[config.mk]
export PLATFORM = sky130hd
export DESIGN_NAME = mac_seq_int_flat
export DESIGN_NICKNAME = d
export VERILOG_FILES = /design/src/rtl/mac_seq_int_if.sv /design/src/rtl/mac_seq_int.sv /design/src/flat_wrapper.sv
export SDC_FILE = /design/constraint.sdc
export NUM_CORES = 1
export LEC_CHECK = 0
export CAP_MARGIN = 25
export CORE_MARGIN = 2
export CORE_UTILIZATION = 60
export DETAILED_ROUTE_END_ITERATION = 8
export PLACE_DENSITY = 0.83
export SLEW_MARGIN = 20
export SYNTH_ARGS = -nofsm -noshare
export SYNTH_HDL_FRONTEND = slang
export SYNTH_SLANG_ARGS = --single-unit
[constraint.sdc]
create_clock -name clk -period 9.6 [get_ports clk]
set_input_delay 2.4 -clock clk [delete_from_list [all_inputs] [get_ports clk]]
set_output_delay 2.4 -clock clk [all_outputs]
set_load 0.02 [all_outputs]
[src/rtl/mac_seq_int_if.sv]
// mac_seq_int_if
// Operand / result handshake bundle for the sequential dot-product engine.
//   in_valid  / in_ready  : operand vectors offered / accepted (IDLE only)
//   weights, x            : DIM elements of BITW bits, element 0 in the MSBs
//   out_valid / out_ready : result offered / consumed
//   out                   : ACCW-bit dot product
// Modports: master drives operands and out_ready, slave is the engine.
interface mac_seq_int_if #(
  parameter int DIM  = 4,
  parameter int BITW = 8,
  parameter int ACCW = 2*BITW + $clog2(DIM)
);
  logic                           in_valid;
  logic                           in_ready;
  logic [0:DIM-1][BITW-1:0]       weights;
  logic [0:DIM-1][BITW-1:0]       x;
  logic                           out_valid;
  logic                           out_ready;
  logic [ACCW-1:0]                out;

  modport master (
    output in_valid, weights, x, out_ready,
    input  in_ready, out_valid, out
  );

  modport slave (
    input  in_valid, weights, x, out_ready,
    output in_ready, out_valid, out
  );
endinterface

[src/rtl/mac_seq_int.sv]
// mac_seq_int
// Sequential integer multiply-accumulate: dot product of two DIM-element
// vectors, LANES element pairs per cycle, full-precision ACCW accumulator.
//
// Ports
//   clk   : clock, rising edge
//   rst   : asynchronous active-high reset
//   bus   : mac_seq_int_if.slave (operand and result handshakes)
//   busy  : high while computing or holding an unconsumed result
//
// Build option: define MAC_SIGNED_EN to treat operands as two's complement
// (sign-extended); otherwise operands are unsigned (zero-extended).
// Handshake and latency are identical in both builds.
//
// state | meaning
// IDLE  | waiting for operands, in_ready high
// BUSY  | accumulating LANES products per cycle
// DONE  | result presented, waiting for out_ready
module mac_seq_int #(
  parameter int DIM   = 4,
  parameter int BITW  = 8,
  parameter int LANES = 2,
  parameter int ACCW  = 2*BITW + $clog2(DIM)
) (
  input  logic          clk,
  input  logic          rst,
  mac_seq_int_if.slave  bus,
  output logic          busy
);

  localparam int STEPS = DIM / LANES;
  localparam int SW    = (STEPS > 1) ? $clog2(STEPS) : 1;

  typedef enum logic [1:0] {
    S_IDLE = 2'd0,
    S_BUSY = 2'd1,
    S_DONE = 2'd2
  } state_t;

  state_t state, state_nxt;

  logic [0:DIM-1][BITW-1:0] w_q;
  logic [0:DIM-1][BITW-1:0] x_q;
  logic [ACCW-1:0]          acc;
  logic [ACCW-1:0]          lane_sum;
  logic [ACCW-1:0]          out_q;
  logic [SW-1:0]            step;
  logic                     last_step;
  logic                     accept;

  // Operands are widened to ACCW before multiplying, so the truncated
  // ACCW-bit product is exact in both signed and unsigned interpretation.
  function automatic logic [ACCW-1:0] ext(input logic [BITW-1:0] v);
`ifdef MAC_SIGNED_EN
    return {{(ACCW-BITW){v[BITW-1]}}, v};
`else
    return {{(ACCW-BITW){1'b0}}, v};
`endif
  endfunction

  assign last_step = (step == SW'(STEPS-1));
  assign accept    = (state == S_IDLE) && bus.in_valid;

  // Operand registers shift LANES elements toward index 0 each BUSY cycle,
  // so the lanes always read fixed positions 0..LANES-1.
  always_comb begin
    lane_sum = '0;
    for (int l = 0; l < LANES; l++) begin
      lane_sum = lane_sum + ext(w_q[l]) * ext(x_q[l]);
    end
  end

  // state register
  always_ff @(posedge clk or posedge rst) begin
    if (rst) begin
      state <= S_IDLE;
    end else begin
      state <= state_nxt;
    end
  end

  // next-state logic
  always_comb begin
    state_nxt = state;
    case (state)
      S_IDLE: if (bus.in_valid) state_nxt = S_BUSY;
      S_BUSY: if (last_step)    state_nxt = S_DONE;
      S_DONE: if (bus.out_ready) state_nxt = S_IDLE;
      default: state_nxt = S_IDLE;
    endcase
  end

  // output decode; in_ready is held low for the whole time rst is asserted
  always_comb begin
    bus.in_ready  = 1'b0;
    bus.out_valid = 1'b0;
    busy          = 1'b0;
    case (state)
      S_IDLE: bus.in_ready  = !rst;
      S_BUSY: busy          = 1'b1;
      S_DONE: begin
        bus.out_valid = 1'b1;
        busy          = 1'b1;
      end
      default: ;
    endcase
  end

  // datapath
  always_ff @(posedge clk or posedge rst) begin
    if (rst) begin
      w_q   <= '0;
      x_q   <= '0;
      acc   <= '0;
      step  <= '0;
      out_q <= '0;
    end else if (accept) begin
      w_q  <= bus.weights;
      x_q  <= bus.x;
      acc  <= '0;
      step <= '0;
    end else if (state == S_BUSY) begin
      w_q  <= w_q << (LANES*BITW);
      x_q  <= x_q << (LANES*BITW);
      acc  <= acc + lane_sum;
      step <= step + SW'(1);
      if (last_step) begin
        out_q <= acc + lane_sum;
      end
    end
  end

  assign bus.out = out_q;

endmodule
[src/flat_wrapper.sv]
// flat-port wrapper written by rule: the top's interface ports become plain ports
module mac_seq_int_flat 
#(
  parameter int DIM   = 4,
  parameter int BITW  = 8,
  parameter int LANES = 2,
  parameter int ACCW  = 2*BITW + $clog2(DIM)
)
  (clk, rst, busy, bus_in_valid, bus_weights, bus_x, bus_out_ready, bus_in_ready, bus_out_valid, bus_out);
  mac_seq_int_if #(.DIM(DIM), .BITW(BITW), .ACCW(ACCW)) bus_i ();
  input  logic clk;
  input  logic rst;
  output logic busy;
  input wire logic [$bits(bus_i.in_valid)-1:0] bus_in_valid;
  input wire logic [$bits(bus_i.weights)-1:0] bus_weights;
  input wire logic [$bits(bus_i.x)-1:0] bus_x;
  input wire logic [$bits(bus_i.out_ready)-1:0] bus_out_ready;
  output wire logic [$bits(bus_i.in_ready)-1:0] bus_in_ready;
  output wire logic [$bits(bus_i.out_valid)-1:0] bus_out_valid;
  output wire logic [$bits(bus_i.out)-1:0] bus_out;
  assign bus_i.in_valid = bus_in_valid;
  assign bus_i.weights = bus_weights;
  assign bus_i.x = bus_x;
  assign bus_i.out_ready = bus_out_ready;
  assign bus_in_ready = bus_i.in_ready;
  assign bus_out_valid = bus_i.out_valid;
  assign bus_out = bus_i.out;
  mac_seq_int #(.DIM(DIM), .BITW(BITW), .LANES(LANES), .ACCW(ACCW)) u_core (.clk(clk), .rst(rst), .bus(bus_i), .busy(busy));
endmodule
Word level (Yosys, flattened, before mapping)
Cells that the tools add are included.
{"block": "word_totals", "out_inout_bits": 21, "ff_bits": 103}
{"block": "op_classes", "n_mul": 2, "add_sub_neg": 3, "eq_ne": 5, "bitwise_logic": 1, "n_reduce_logical": 7, "n_mux": 15}
{"operator": "$mux W32", "count": 4}
{"operator": "$mux W18", "count": 2}
{"operator": "$mul A8 B8 Y16", "count": 2}
{"operator": "$add A18 B18 Y18", "count": 1}
{"operator": "$add A16 B16 Y17", "count": 1}
{"operator": "$mux W2", "count": 3}
{"operator": "$pmux W2 S3", "count": 1}
{"operator": "$reduce_and A3 Y1", "count": 2}
{"operator": "$mux W1", "count": 5}
{"operator": "$ne A2 B2 Y1 const B", "count": 2}
{"operator": "$eq A2 B1 Y1 const B", "count": 1}
{"operator": "$eq A2 B2 Y1 const B", "count": 1}
{"operator": "$logic_not A2 Y1", "count": 1}
{"operator": "$ne A2 B1 Y1 const B", "count": 1}
{"operator": "$reduce_bool A2 Y1", "count": 1}
{"operator": "$reduce_or A2 Y1", "count": 1}
{"operator": "$add A1 B1 Y1 const B", "count": 1}
{"operator": "$logic_and A1 B1 Y1", "count": 1}
{"operator": "$logic_not A1 Y1", "count": 1}
{"operator": "$not A1 Y1", "count": 1}

Longest topological paths before layout
Gate-level depths: netlist (run 1).
{"block": "depth", "depth_word": 5, "ltp_mapped": 27, "depth_no_buf": 26}

Worst setup path before layout (run 1)
Ideal clock, no wire load.
{"block": "synth_path", "path_kind": "reg2reg", "start": "register u_core.w_q[29] (netlist name)", "end": "register u_core.out_q[17] (netlist: u_core.bus.out[17])", "path_slack_ns": 3.057, "arrival_ns": 6.419, "setup_ns": 0.124, "period_less_slack_ns": 6.543, "stages_incl_launch_ff": 25, "required_time_ns": 9.476, "cell_sequence": "dfrtp_1 -> clkbuf_1 -> and2_1 -> fa_1 -> inv_1 -> fa_1 -> fa_1 -> inv_1 -> fa_1 -> fa_1 -> inv_1 -> fa_1 -> inv_1 -> ha_1 -> a2111oi_0 -> nand2b_1 -> a31oi_1 -> o31ai_1 -> xor2_1 -> ha_1 -> a21oi_1 -> o21ai_0 -> or4_1 -> a21oi_1 -> a21oi_1"}
{"block": "synth_between", "elab_chain_cells": 3}
{"item": "start, declared", "line": "mac_seq_int.sv:42", "source": "logic [0:DIM-1][BITW-1:0] w_q;"}
{"item": "start signal, assigned", "line": "mac_seq_int.sv:118", "source": "w_q <= bus.weights;"}
{"item": "start signal, assigned", "line": "mac_seq_int.sv:123", "source": "w_q <= w_q << (LANES*BITW);"}
{"item": "$mul A8 B8 Y16", "line": "mac_seq_int.sv:69", "source": "lane_sum = lane_sum + ext(w_q[l]) * ext(x_q[l]);"}
{"item": "$add A16 B16 Y17", "line": "mac_seq_int.sv:69"}
{"item": "$add A18 B18 Y18", "line": "mac_seq_int.sv:128", "source": "out_q <= acc + lane_sum;"}
{"item": "end signal, assigned", "line": "mac_seq_int.sv:128"}
{"item": "end, declared", "line": "mac_seq_int.sv:46", "source": "logic [ACCW-1:0] out_q;"}
Every way passes these cells.
A chain may end at the register's enable or synchronous reset.

Final worst setup path (run 1)
Ends and elaborated chain as after synthesis.

==> run_results.csv, run 1 <==
group,metric,value,unit
worst_setup_path,cpPeakStageDelay,0.57,ns
drt,drt_first_pass_iters,5,
worst_setup_path,timing.rr.start,"u_core.w_q[29]",
worst_setup_path,worst_path_most_repeated_cell,"fa_1",
worst_setup_path,crit_arrival,7.47,ns
layout,mostFrequentLayoutCell,"nand2_1",
drt,viasPerCell,5.55,
drt,drcViolationCount,0,
layout,multi_input_area,6280,um2
worst_setup_path,crit_required,9.84,ns
timing,clock.fmax,0.138,GHz
synth,synth_fp_nets,1291,
timing,relSlewSlack,37.3,%
grt,grt_overflow,0,
grt,first_global_vias,7283,
synth,synth-xor-area-share,2.48,%
synth,syn_area,9550,um2
worst_setup_path,cp_cell_sequence,"and2_1 -> fa_1 -> inv_1 -> fa_1 -> fa_1 -> inv_1 -> fa_1 -> fa_1 -> inv_1 -> fa_1 -> inv_1 -> ha_1 -> a21oi_1 -> a31oi_1 -> a211oi_1 -> o21bai_1 -> a21oi_1 -> xnor2_1 -> ha_1 -> a21oi_1 -> o21ai_0 -> or4_1 -> a21oi_1 -> a21oi_1",
synth,synth_warnings,0,
synth,ys_types,52,
worst_setup_path,r2r_slack,2.37,ns
worst_setup_path,crit_type,"reg -> reg",
worst_setup_path,critPathSlowestCell,"a211oi_1",
synth,ys_async_sr_fraction,100,%
die,dieArea,16900,um2
worst_setup_path,crit_family,"adder cells",
cts,cts_resized,0,
worst_hold_path,hold_path_class,"reg -> reg",
drt,postRouteAntennaNets,0,
worst_hold_path,min_from,"u_core.bus.out[7]",
cts,cts_hold_buf,0,
worst_setup_path,path_buf_inv,4,
worst_hold_path,hold-path-cell-count,2,
placed_design,portBuffers,88,
layout,drive_gt1_share,3.50,%
timing,rsz0062_at_grt,"no",
flow_run,cap_violations,0,
cts,cts_made_buffers,9,
cts,insertion_delay,0.37,ns
grt,grtUsageTotal,26.5,%
timing,clock_skew,0.0159,ns
synth,avgSynthCellArea,9.20,um2
run_status,status,"finished, final reports clean",
timing,drv_slew,0,
cts,cts_tree,"yes",
placed_design,gp_congestion,0.915,
layout,final_cell_mix,"nand2_1, inv_1, dfrtp_1, fa_1, clkdlybuf4s50_1",
die,rows,46,
synth,synth-adder-area-share,31.9,%
timing,finalHoldViolCount,0,
cts,root_buffer,"clkbuf_16",
timing,fin_crit_sh,75.3,%
die,coreArea,15700,um2
grt,grt_max_degree,129,
grt,antenna_found_initial,0,
placed_design,dpl.hpwl,15800,um
worst_setup_path,end_kind,"register",
cts,clock-sinks,103,
layout,seqCellArea,2580,um2
synth,synth-edff-count,0,
timing,fin_crit,7.23,ns
synth,synth_top_family_by_area,"adder cells",
worst_setup_path,reg2reg_to,"u_core.bus.out[17]",
worst_setup_path,path_max_fanout,9,
drt,wl,20800,um
synth,postSynthCellCount,1038,
grt,grt_pass1_wl,35100,um
synth,synth_top_area_cell,"dfrtp_1",
synth,synth_area_leaders,"dfrtp_1, fa_1, ha_1, nand2_1, inv_1",
die,die_w,130,um
layout,stdcell_area,10900,um2
worst_setup_path,reg2reg_depth,24,
timing,tns,0,ns
drt,wl_per_cell,15.6,um
synth,yosysTopAreaCellShare,27.0,%
drt,drtIter0Drc,468,
worst_setup_path,start_kind,"register",
timing,setup_viol,0,
die,initial_core_util,60.8,%
synth,synthMuxAreaShare,5.20,%
layout,diodes,0,
drt,dr_total_vias,7380,
cts,cts.path.max_buffers,2,
synth,ys_ff_latch,103,
worst_hold_path,hold-path-endpoint,"u_core.bus.out[7]",
layout,syn2layout_area_growth,14.7,%
placed_design,placed_cell_area,10600,um2
timing,tightestPinTransition,0.940,ns
layout,num-nets-final,1361,
synth,ys.flop_type,"dfrtp_1",
synth,synthSimpleGateAreaFrac,15.6,%
cts,cts.clk_slew.worst_paths,0.08,ns
die,ios,89,
cts,cts_setup_buffers,0,
cts,htree_num_levels,3,
layout,num-fill-cells,1201,
die,die_h,130,um
synth,synth_compound_area_share,10.5,%
synth,yosysSeqAreaShare,27.0,%
[final cells by class]
cell class	instances	area share, %
Timing Repair Buffer	93	8.64
Sequential cell	103	23.5
Tap cell	216	2.47
Clock buffer	9	2.06
Inverter	150	5.17
Multi-Input combinational cell	751	57.4
Clock inverter	7	0.766
[kinds of logic after synthesis]
group / count (synthesis)
and+or+nand+nor: 324
adders and majority gates: 185
buffers and inverters: 184
AOI/OAI and AO/OA: 166
DFF: 103
muxes: 49
xor gates and xnor gates: 27
[flip-flops by register name, summed over array words and instances, names as in the netlist]
signal / cells
u_core.w_q: 32
u_core.x_q: 32
u_core.acc: 18
u_core.bus.out: 18
u_core.state: 2
u_core.last_step: 1
[how the worst max path moves through the flow]
stage	startpoint	to	depth (start not counted)
after global placement	u_core.w_q[31]	u_core.acc[16]	23
after global routing	u_core.w_q[31]	u_core.bus.out[17]	23
after CTS	u_core.w_q[29]	u_core.bus.out[17]	23
after floorplan	u_core.w_q[29]	u_core.bus.out[17]	24
after detailed placement	u_core.x_q[28]	u_core.acc[16]	24
final	u_core.w_q[29]	u_core.bus.out[17]	24
[synth_stat cells, types with 2 or more instances]
| cell type | count |
|---|---|
| o21a_1 | 5 |
| inv_1 | 149 |
| or2_2 | 3 |
| a41oi_1 | 2 |
| nand2b_1 | 3 |
| o21ai_0 | 86 |
| o22ai_1 | 2 |
| and2_1 | 85 |
| nand3_1 | 7 |
| a31oi_1 | 6 |
| nor3_1 | 5 |
| xor2_1 | 3 |
| a211oi_1 | 4 |
| dfrtp_1 | 103 |
| fa_1 | 98 |
| nand2_1 | 188 |
| nor2_1 | 24 |
| mux2i_1 | 44 |
| o21bai_1 | 2 |
| clkbuf_1 | 27 |
| buf_1 | 4 |
| xnor2_1 | 24 |
| a21oi_1 | 26 |
| a21o_1 | 6 |
| buf_2 | 3 |
| o211ai_1 | 7 |
| nor2b_1 | 4 |
| mux2_2 | 5 |
| ha_1 | 87 |
| o31ai_1 | 4 |
[through the flow]
stage	utilization, %	setup slack (ns)	hold slack, ns	instances
3_5_place_dp	67.4	2.62	0.462	1311
3_3_place_gp	67.4	2.69	0.458	1311
4_1_cts	69.4	2.48	0.481	1327
2_1_floorplan	-	3.06	0.493	1038
6_report	69.7	2.37	0.477	1329
5_1_grt	69.7	1.95	0.509	1329
[tightest hold or removal path, stage by stage (launching register included)]
cell     delay, ns
dfrtp_1       0.35
nand2_1       0.05
nand2_1       0.05
[metal layers]
layer | wire, um | vias up | global-route usage (%)
li1 | - | 3481 | -
met1 | 9070 | 3620 | 36.9
met4 | 589 | 0 | 9.23
met5 | 0 | - | 0
met3 | 1140 | 50 | 5.13
met2 | 9980 | 229 | 41.8
Power of run 1 is not shown: default switching activity piles up to over one toggle a cycle in this logic, so the estimate is an artifact.
==> run 2, diff against run 1 <==
CORE_UTILIZATION = 59   (was 60)
PLACE_DENSITY = 0.82   (was 0.83)
clock period = 7.4 ns   (was 9.6 ns; I/O delays follow)
==> run_results.csv, run 2 (synthesized netlist as in run 1, its figures left out) <==
group,metric,value,unit
cts,insertion_delay,0.37,ns
placed_design,portBuffers,88,
drt,wl_per_cell,16.3,um
timing,clock.fmax,0.142,GHz
grt,grt_max_degree,97,
placed_design,gp_congestion,0.894,
worst_setup_path,endpoint,"u_core.acc[16]",
layout,diodes,0,
drt,wl,21600,um
grt,grt_use_met3,5.67,%
worst_setup_path,cp-startpoint,"u_core.x_q[19]",
cts,cts.clk_slew.worst_paths,0.08,ns
grt,grt_use_met2,43.9,%
grt,grtUsageMet1,34.9,%
cts,cts_tree,"yes",
timing,whs,0.480,ns
worst_setup_path,reg2reg_to,"u_core.acc[16]",
cts,clock-sinks,103,
layout,num-nets-final,1361,
grt,grt_most_used_layer,"met2",
cts,root_buffer,"clkbuf_16",
timing,fin_crit_sh,95.0,%
worst_setup_path,reg2reg_depth,24,
layout,final_core_util,69.3,%
grt,grt_pass1_wl,36600,um
drt,dr_total_vias,7423,
run_status,status,"finished, final reports clean",
worst_setup_path,start_kind,"register",
timing,drv_slew,0,
worst_setup_path,path_max_fanout,9,
drt,drtIter0Drc,447,
layout,syn2layout_area_growth,14.9,%
drt,viasPerCell,5.59,
worst_setup_path,crit_arrival,7.28,ns
worst_setup_path,path_depth,24,
layout,drive_gt1_share,4.40,%
cts,cts.path.max_buffers,2,
grt,grtUsageTotal,26.4,%
worst_setup_path,timing.rr.start,"u_core.x_q[19]",
worst_setup_path,cpPeakStageDelay,0.53,ns
worst_setup_path,crit_family,"adder cells",
worst_setup_path,crit_required,7.65,ns
worst_setup_path,end_kind,"register",
timing,setup_viol,0,
timing,clock_skew,0.0138,ns
timing,tns,0,ns
layout,reg.largest.list,"u_core.w_q: 32 flops, u_core.x_q: 32 flops",
timing,tightestPinTransition,0.946,ns
timing,finalHoldViolCount,0,
placed_design,dpl.hpwl,16300,um
die,die_w,131,um
layout,mostFrequentLayoutCell,"nand2_1",
die,die_h,131,um
layout,final_cell_mix,"nand2_1, inv_1, fa_1, dfrtp_1, clkdlybuf4s50_1",
drt,drt_first_pass_iters,7,
timing,rsz0062_at_grt,"yes",
flow_run,cap_violations,0,
grt,first_global_vias,7576,
die,ios,89,
grt,antenna_found_initial,0,
worst_hold_path,hold_path_class,"reg -> reg",
worst_setup_path,r2r_slack,0.37,ns
die,initial_core_util,60.3,%
worst_setup_path,path_buf_inv,4,
worst_setup_path,worst_path_most_repeated_cell,"fa_1",
worst_setup_path,cp_cell_sequence,"and2_1 -> fa_1 -> inv_1 -> fa_1 -> inv_1 -> fa_1 -> fa_1 -> fa_1 -> inv_1 -> fa_1 -> inv_1 -> ha_1 -> a21oi_1 -> a31oi_1 -> a211oi_2 -> o21bai_1 -> a21oi_1 -> xnor2_1 -> ha_1 -> a21oi_1 -> o21ai_0 -> a21o_1 -> a32o_1 -> a211o_1",
cts,htree_num_levels,3,
layout,num-fill-cells,1191,
drt,drcViolationCount,0,
timing,relSlewSlack,36.9,%
die,rows,46,
grt,grt_overflow,0,
drt,postRouteAntennaNets,0,
die,dieArea,17200,um2
cts,cts_made_buffers,9,
worst_setup_path,critPathSlowestCell,"fa_1",
timing,fin_crit,7.03,ns
worst_setup_path,crit_type,"reg -> reg",
cts,cts_setup_buffers,0,
die,coreArea,15800,um2
run 2: worst min-delay path, delay by kind of cell (launching register included):
kind,cells,cell delay (ns)
DFF,1,0.35
and+or+nand+nor,2,0.10
run 2: worst min-delay path by stage:
stage | from | end | slack (ns) | depth (start not counted)
final | u_core.bus.out[8] | u_core.bus.out[8] | 0.48 | 2
after global routing | u_core.bus.out[5] | u_core.bus.out[5] | 0.53 | 2
after CTS | u_core.bus.out[8] | u_core.bus.out[8] | 0.48 | 2
after detailed placement | u_core.bus.out[8] | u_core.bus.out[8] | 0.46 | 2
after global placement | u_core.bus.out[8] | u_core.bus.out[8] | 0.46 | 2
after floorplan | u_core.acc[0] | u_core.acc[0] | 0.49 | 2
run 2: what timing repair did:
action / 4_1_cts / 5_1_grt
endpoints found under the setup margin: 0 / 5
resized for setup: 0 / 12
hold buffers: 0 / 0
run 2: cell type report:
type                            instances  area, um2  area share (%)
Tap cell                              216        270            2.46
Timing Repair Buffer                   93        938            8.56
Inverter                              150        566            5.16
Clock buffer                            9        225            2.05
Sequential cell                       103       2590            23.6
Multi-Input combinational cell        751       6300            57.4
Clock inverter                          7       86.3           0.787
run 2: per-layer routing:
layer / vias to the layer above / routed length [um]
li1: 3482 / -
met1: 3649 / 9210
met2: 245 / 10800
met3: 47 / 1110
met4: 0 / 561
met5: - / 0
run 2: stage by stage:
stage	cells	setup WS (ns)	area (um2)
floorplan	1038	0.857	9550
global placement	1312	0.521	10600
detailed placement	1312	0.350	10600
CTS	1328	0.294	10900
global route	1329	0.00306	11000
finish	1329	0.368	11000
Power of run 2 is left out for the same reason.
